==> config.mk <==
export PLATFORM = sky130hd
export DESIGN_NAME = mem_access_unit
export DESIGN_NICKNAME = d
export VERILOG_FILES = /design/src/rtl/lsu_pkg.sv /design/src/rtl/load_extend.sv /design/src/rtl/mem_access_unit.sv
export SDC_FILE = /design/constraint.sdc
export NUM_CORES = 1
export LEC_CHECK = 0
export CELL_PAD_IN_SITES_DETAIL_PLACEMENT = 0
export CELL_PAD_IN_SITES_GLOBAL_PLACEMENT = 2
export CORE_ASPECT_RATIO = 1.2
export CORE_UTILIZATION = 34
export CTS_BUF_LIST = sky130_fd_sc_hd__clkbuf_8
export DETAILED_ROUTE_END_ITERATION = 6
export PLACE_DENSITY = 0.95
export SLEW_MARGIN = 10
export SYNTH_ARGS = -nofsm -noshare
export SYNTH_HDL_FRONTEND = slang
export SYNTH_SLANG_ARGS = --single-unit
==> constraint.sdc <==
create_clock -name clk -period 5 [get_ports clk]
set_input_delay 0.5 -clock clk [delete_from_list [all_inputs] [get_ports clk]]
set_output_delay 0.5 -clock clk [all_outputs]
set_load 0.02 [all_outputs]
==> src/rtl/lsu_pkg.sv <==
// Shared encodings for the load/store path: decoder size/extension codes and
// the access FSM states.
package lsu_pkg;

   localparam logic [1:0] BA_WORD = 2'b00;
   localparam logic [1:0] BA_BYTE = 2'b01;
   localparam logic [1:0] BA_HALF = 2'b10;

   localparam logic [2:0] BS_LBU = 3'b000;
   localparam logic [2:0] BS_LHU = 3'b001;
   localparam logic [2:0] BS_LB  = 3'b010;
   localparam logic [2:0] BS_LH  = 3'b011;
   localparam logic [2:0] BS_LW  = 3'b100;

   typedef enum logic [2:0] {
      ST_IDLE = 3'd0,
      ST_CMD0 = 3'd1,
      ST_RD0  = 3'd2,
      ST_CMD1 = 3'd3,
      ST_RD1  = 3'd4,
      ST_DONE = 3'd5
   } state_t;

   // Byte-lane mask of an access at offset 0; ByteAccess 11 falls into word.
   function automatic logic [3:0] size_mask(input logic [1:0] ba);
      case (ba)
         BA_BYTE: size_mask = 4'b0001;
         BA_HALF: size_mask = 4'b0011;
         default: size_mask = 4'b1111;
      endcase
   endfunction

   // True when the access spills into the next word.
   function automatic logic crosses(input logic [1:0] ba, input logic [1:0] off);
      case (ba)
         BA_BYTE: crosses = 1'b0;
         BA_HALF: crosses = (off == 2'd3);
         default: crosses = (off != 2'd0);
      endcase
   endfunction

endpackage

==> src/rtl/load_extend.sv <==
// Aligns up to two collected read beats to the access offset and applies
// zero/sign extension selected by ByteSrc.
module load_extend
   import lsu_pkg::*;
(
   input  logic [63:0] rdata,
   input  logic [1:0]  off,
   input  logic [2:0]  byte_src,
   output logic [31:0] result
);

   logic [31:0] raw;

   assign raw = 32'(rdata >> {off, 3'b000});

   always_comb begin
      result = raw;
      case (byte_src)
         BS_LBU:  result = {24'b0, raw[7:0]};
         BS_LHU:  result = {16'b0, raw[15:0]};
         BS_LB:   result = {{24{raw[7]}}, raw[7:0]};
         BS_LH:   result = {{16{raw[15]}}, raw[15:0]};
         default: result = raw;
      endcase
   end

endmodule

==> src/rtl/mem_access_unit.sv <==
// Data-memory access unit: turns one core load/store into one or two
// word-aligned bus beats and returns the aligned, extended load result.
module mem_access_unit
   import lsu_pkg::*;
#(
   parameter int ADDR_W   = 32,
   parameter int SPLIT_EN = 1
) (
   input  logic              clk,
   input  logic              reset_n,
   input  logic              req_valid,
   output logic              req_ready,
   input  logic              req_we,
   input  logic [ADDR_W-1:0] req_addr,
   input  logic [31:0]       req_wdata,
   input  logic [1:0]        ByteAccess,
   input  logic [2:0]        ByteSrc,
   output logic              rsp_valid,
   output logic [31:0]       rsp_rdata,
   output logic              rsp_err,
   output logic              bus_valid,
   input  logic              bus_ready,
   output logic              bus_we,
   output logic [ADDR_W-1:0] bus_addr,
   output logic [3:0]        bus_wstrb,
   output logic [31:0]       bus_wdata,
   input  logic              bus_rvalid,
   input  logic [31:0]       bus_rdata
);

   localparam bit REJECT = (SPLIT_EN == 0);

   state_t            state_q, state_d;
   logic              we_q;
   logic [ADDR_W-1:0] addr_q;
   logic [31:0]       wdata_q;
   logic [3:0]        smask_q;
   logic [2:0]        ext_q;
   logic [31:0]       rd0_q;
   logic [31:0]       rsp_rdata_q;
   logic              err_q;

   logic              accept, reject, split, beat1;
   logic [1:0]        off;
   logic [7:0]        mask8;
   logic [63:0]       data64;
   logic [ADDR_W-1:0] base_addr;
   logic [31:0]       ext_rd0, ext_rd1, ext_result;
   logic              rd_take, rd_last;

   assign accept = req_valid && req_ready;
   assign reject = REJECT && crosses(ByteAccess, req_addr[1:0]);

   assign off       = addr_q[1:0];
   assign mask8     = {4'b0, smask_q} << off;
   assign data64    = {32'b0, wdata_q} << {off, 3'b000};
   assign split     = (mask8[7:4] != 4'b0);
   assign base_addr = {addr_q[ADDR_W-1:2], 2'b00};
   assign beat1     = (state_q == ST_CMD1);

   assign req_ready = (state_q == ST_IDLE);
   assign rsp_valid = (state_q == ST_DONE);
   assign rsp_err   = rsp_valid && err_q;
   assign rsp_rdata = rsp_rdata_q;

   assign bus_valid = (state_q == ST_CMD0) || beat1;
   assign bus_we    = bus_valid && we_q;
   assign bus_addr  = beat1 ? base_addr + ADDR_W'(4) : base_addr;
   assign bus_wstrb = !bus_valid ? 4'b0 : (beat1 ? mask8[7:4] : mask8[3:0]);
   assign bus_wdata = beat1 ? data64[63:32] : data64[31:0];

   // Read data is consumed straight off the bus on the beat that finishes
   // the load, so the result is ready the cycle DONE is entered.
   assign rd_take = bus_rvalid && ((state_q == ST_RD0) || (state_q == ST_RD1));
   assign rd_last = rd_take && ((state_q == ST_RD1) || !split);
   assign ext_rd1 = (state_q == ST_RD1) ? bus_rdata : 32'b0;
   assign ext_rd0 = (state_q == ST_RD0) ? bus_rdata : rd0_q;

   load_extend u_ext (
      .rdata    ({ext_rd1, ext_rd0}),
      .off      (off),
      .byte_src (ext_q),
      .result   (ext_result)
   );

   always_comb begin
      state_d = state_q;
      case (state_q)
         ST_IDLE: if (accept) state_d = reject ? ST_DONE : ST_CMD0;
         ST_CMD0: if (bus_ready) state_d = !we_q ? ST_RD0 : (split ? ST_CMD1 : ST_DONE);
         ST_RD0:  if (bus_rvalid) state_d = split ? ST_CMD1 : ST_DONE;
         ST_CMD1: if (bus_ready) state_d = we_q ? ST_DONE : ST_RD1;
         ST_RD1:  if (bus_rvalid) state_d = ST_DONE;
         ST_DONE: state_d = ST_IDLE;
         default: state_d = ST_IDLE;
      endcase
   end

   always_ff @(posedge clk or negedge reset_n) begin
      if (!reset_n) begin
         state_q     <= ST_IDLE;
         we_q        <= 1'b0;
         addr_q      <= '0;
         wdata_q     <= '0;
         smask_q     <= 4'b0;
         ext_q       <= 3'b0;
         rd0_q       <= '0;
         rsp_rdata_q <= '0;
         err_q       <= 1'b0;
      end else begin
         state_q <= state_d;
         if (accept) begin
            we_q    <= req_we;
            addr_q  <= req_addr;
            wdata_q <= req_wdata;
            smask_q <= size_mask(ByteAccess);
            ext_q   <= ByteSrc;
            err_q   <= reject;
         end
         if (bus_rvalid && (state_q == ST_RD0)) rd0_q <= bus_rdata;
         if (rd_last) rsp_rdata_q <= ext_result;
      end
   end

endmodule

==> run metrics <==
reg-to-reg endpoint rsp_rdata[20]; setup_tns 0 ns; Via Count between 6,000 and 7,000; Die W between 100 and 150 um; Synth Register Bits about 140; Max transition margin 0.342; Most used DFF post-synth dfrtp_1; port bufs approximately 210; # hold bufs at CTS 0; initial antenna violation count 1; Synth cell types 50; Reg2Reg Depth 6; CP Class flop to output pin; initial DRC count roughly 290; Die Y about 170 um; layout cell share with drive strength beyond 1 0.201; number of global-route vias before repair approximately 6,600; CTS tree yes; IO Count between 200 and 250; final worst slack around 1.1 ns; yosys warns 0; starting density of the core 0.345; Crit Path Max Fanout 20; Final period util 0.789; async set-reset flop share out of synthesis 1.00; min-delay worst type input port to async pin; CP cell instances and4b_1, nand4_1, nor4_1, nand3_1, xnor2_1, clkdlybuf4s50_1; routed len/inst 17.8 um; Area growth syn-to-layout 34.8%; fin util 0.466; CTS max path bufs 2; Worst Tran Pin Value ~0.99 ns; latest clock arrival within the worst-skew pair ~0.45 ns; Critical Path RT between 4 and 5 ns; capturing element type of the critical path output pin; total CTS buffers 17; first-pass GRT wire length about 36 mm; Post-CTS Setup Inserts 0; RSZ-0062 raised after global routing false; CTS resizes 0; CTS root buf clkbuf_8; largest net degree at the start of global routing between 100 and 150; row cnt between 60 and 70; Post-synth EDFFs 0; clock period minus worst slack about 4 ns; post-placement cell count 1,248; leading area contributor after synthesis dfrtp_1; Tot Pwr approximately 7600 uW; gate count of the mapped netlist 768; Worst Path Arrival 3.44 ns; Leak between 0.004 and 0.005 uW; Core ar. approximately 23,000 um2; # H-tree levels 4; Pins Over Slew Limit 0; Routed WL ~23 mm; Synth Cell Area about 8000 um2; pre-CTS setup slack around 1.6 ns; Max-Cap Viols 0; clk sinks roughly 140; GRT Overall Usage 0.196; antenna-violating nets left 0; synthesized area per cell 10.4 um2; sequential area share after synthesis 0.434; drt pass-1 iters 6; fmax 254 MHz; R2R Path Start addr_q[1]; Yosys top cell area share 0.434; crit start category flop; r2r setup slk about 1.6 ns; # nets final 1,061; GRT overflow 0; Fill cells ~2,300; pwr dens about 710 nW/um2; via/cell ratio 5.07; VDD IR max between 300 and 400 uV; die area 24,000 um2; Clk pin slew, worst setup/hold paths 0.08 ns; Final Wtd Congestion 0.789; top cells by area, synth dfrtp_1 (43%), mux2_2 (18%), mux2i_1 (6.0%); crit path capture bus_addr[25]; crit path from state_q[0]; Setup Viol. Count Final 0; status finished, final reports clean; final hold vios 0; CP max-delay cell nor4_1; # DRC 0; Clock Skew 0.0126 ns; hpwl dp ~16 mm; non-filler cells, final between 1,000 and 1,500; crit-path max cell delay 0.72 ns
==> through the flow <==
step           instance area (um2)  hold slack, ns
2_1_floorplan                 7970           0.204
3_3_place_gp                 10300           0.488
3_5_place_dp                 10300           0.495
4_1_cts                      10700           0.202
5_1_grt                      10700           0.239
6_report                     10700           0.183
==> worst min-delay path by stage <==
| stage | from | end | slack (ns) | depth (start not counted) |
|---|---|---|---|---|
| finish | reset_n | ext_q[1] | 0.18 | 1 |
| global placement | rd0_q[22] | rd0_q[22] | 0.49 | 1 |
| floorplan | reset_n | addr_q[0] | 0.20 | 0 |
| global route | reset_n | ext_q[1] | 0.24 | 1 |
| CTS | reset_n | rsp_rdata[26] | 0.20 | 1 |
| detailed placement | rd0_q[19] | rd0_q[19] | 0.49 | 1 |
==> worst max-delay path, delay by kind of cell (launching register included) <==
kind | cells | cell delay (ns)
xor+xnor | 1 | 0.19
buf+inv | 1 | 0.62
flops | 1 | 0.71
simple gates | 4 | 1.46
==> cell usage after synthesis (6+ instances only) <==
cell type / number
nand2_1: 88
xnor2_1: 22
nor2_1: 46
o21ai_0: 23
a31oi_1: 11
inv_1: 6
a21oi_1: 43
mux2i_1: 48
mux2_2: 124
o22ai_1: 8
dfrtp_1: 138
buf_2: 7
clkbuf_1: 37
a21oi_2: 10
and2_1: 6
a22oi_1: 11
a32oi_1: 11
nand3_1: 31
and3_1: 23
xor2_1: 7
==> metal layers <==
layer  global-route usage  wire length, um
met5                    0                0
met4               0.0580              406
met3               0.0609             1580
met2                0.325            11200
met1                0.243             9620
==> layout make-up <==
cell class / count / area, um2 / area share
Multi-Input combinational cell: 569 / 4250 / 0.396
Sequential cell: 138 / 3460 / 0.322
Timing Repair Buffer: 219 / 2170 / 0.202
Tap cell: 315 / 394 / 0.0367
Clock buffer: 22 / 303 / 0.0282
Clock inverter: 10 / 138 / 0.0128
Inverter: 7 / 26.3 / 0.00245
Antenna cell: 1 / 2.50 / 0.000233
==> registers in the layout, indices dropped and copies added (netlist names) <==
register / count
addr_q: 32
ext_q: 3
rd0_q: 32
rsp_rdata: 32
smask_q: 3
state_q: 3
wdata_q: 32
we_q: 1
==> cell usage in the layout (no fill, tap or decap), drive strengths merged, types with 23 or more instances in the layout <==
master	Yosys	layout
clkdlybuf4s50	0	207
dfrtp	138	138
mux2	126	126
nand2	88	88
a21oi	53	53
mux2i	48	48
nor2	46	46
nand3	31	31
and3	23	23
o21ai	23	23
==> power breakdown <==
part / switching [uW] / leakage [uW] / total, uW / internal [uW]
registers: 583 / 0.00163 / 2260 / 1680
clock network: 448 / 0.000227 / 1010 / 561
logic: 2180 / 0.00248 / 4320 / 2140
==> cell families after synthesis <==
family                     after synthesis  synth area share
xor gates and xnor gates                29            0.0319
adders and majority gates                2           0.00314
muxes                                  179             0.253
and+or+nand+nor                        223             0.132
AOI/OAI and AO/OA                      133             0.110
other                                    1          0.000471
DFF                                    138             0.434
buffers and inverters                   63            0.0355
No activity file was read; power rests on OpenSTA's default activity.
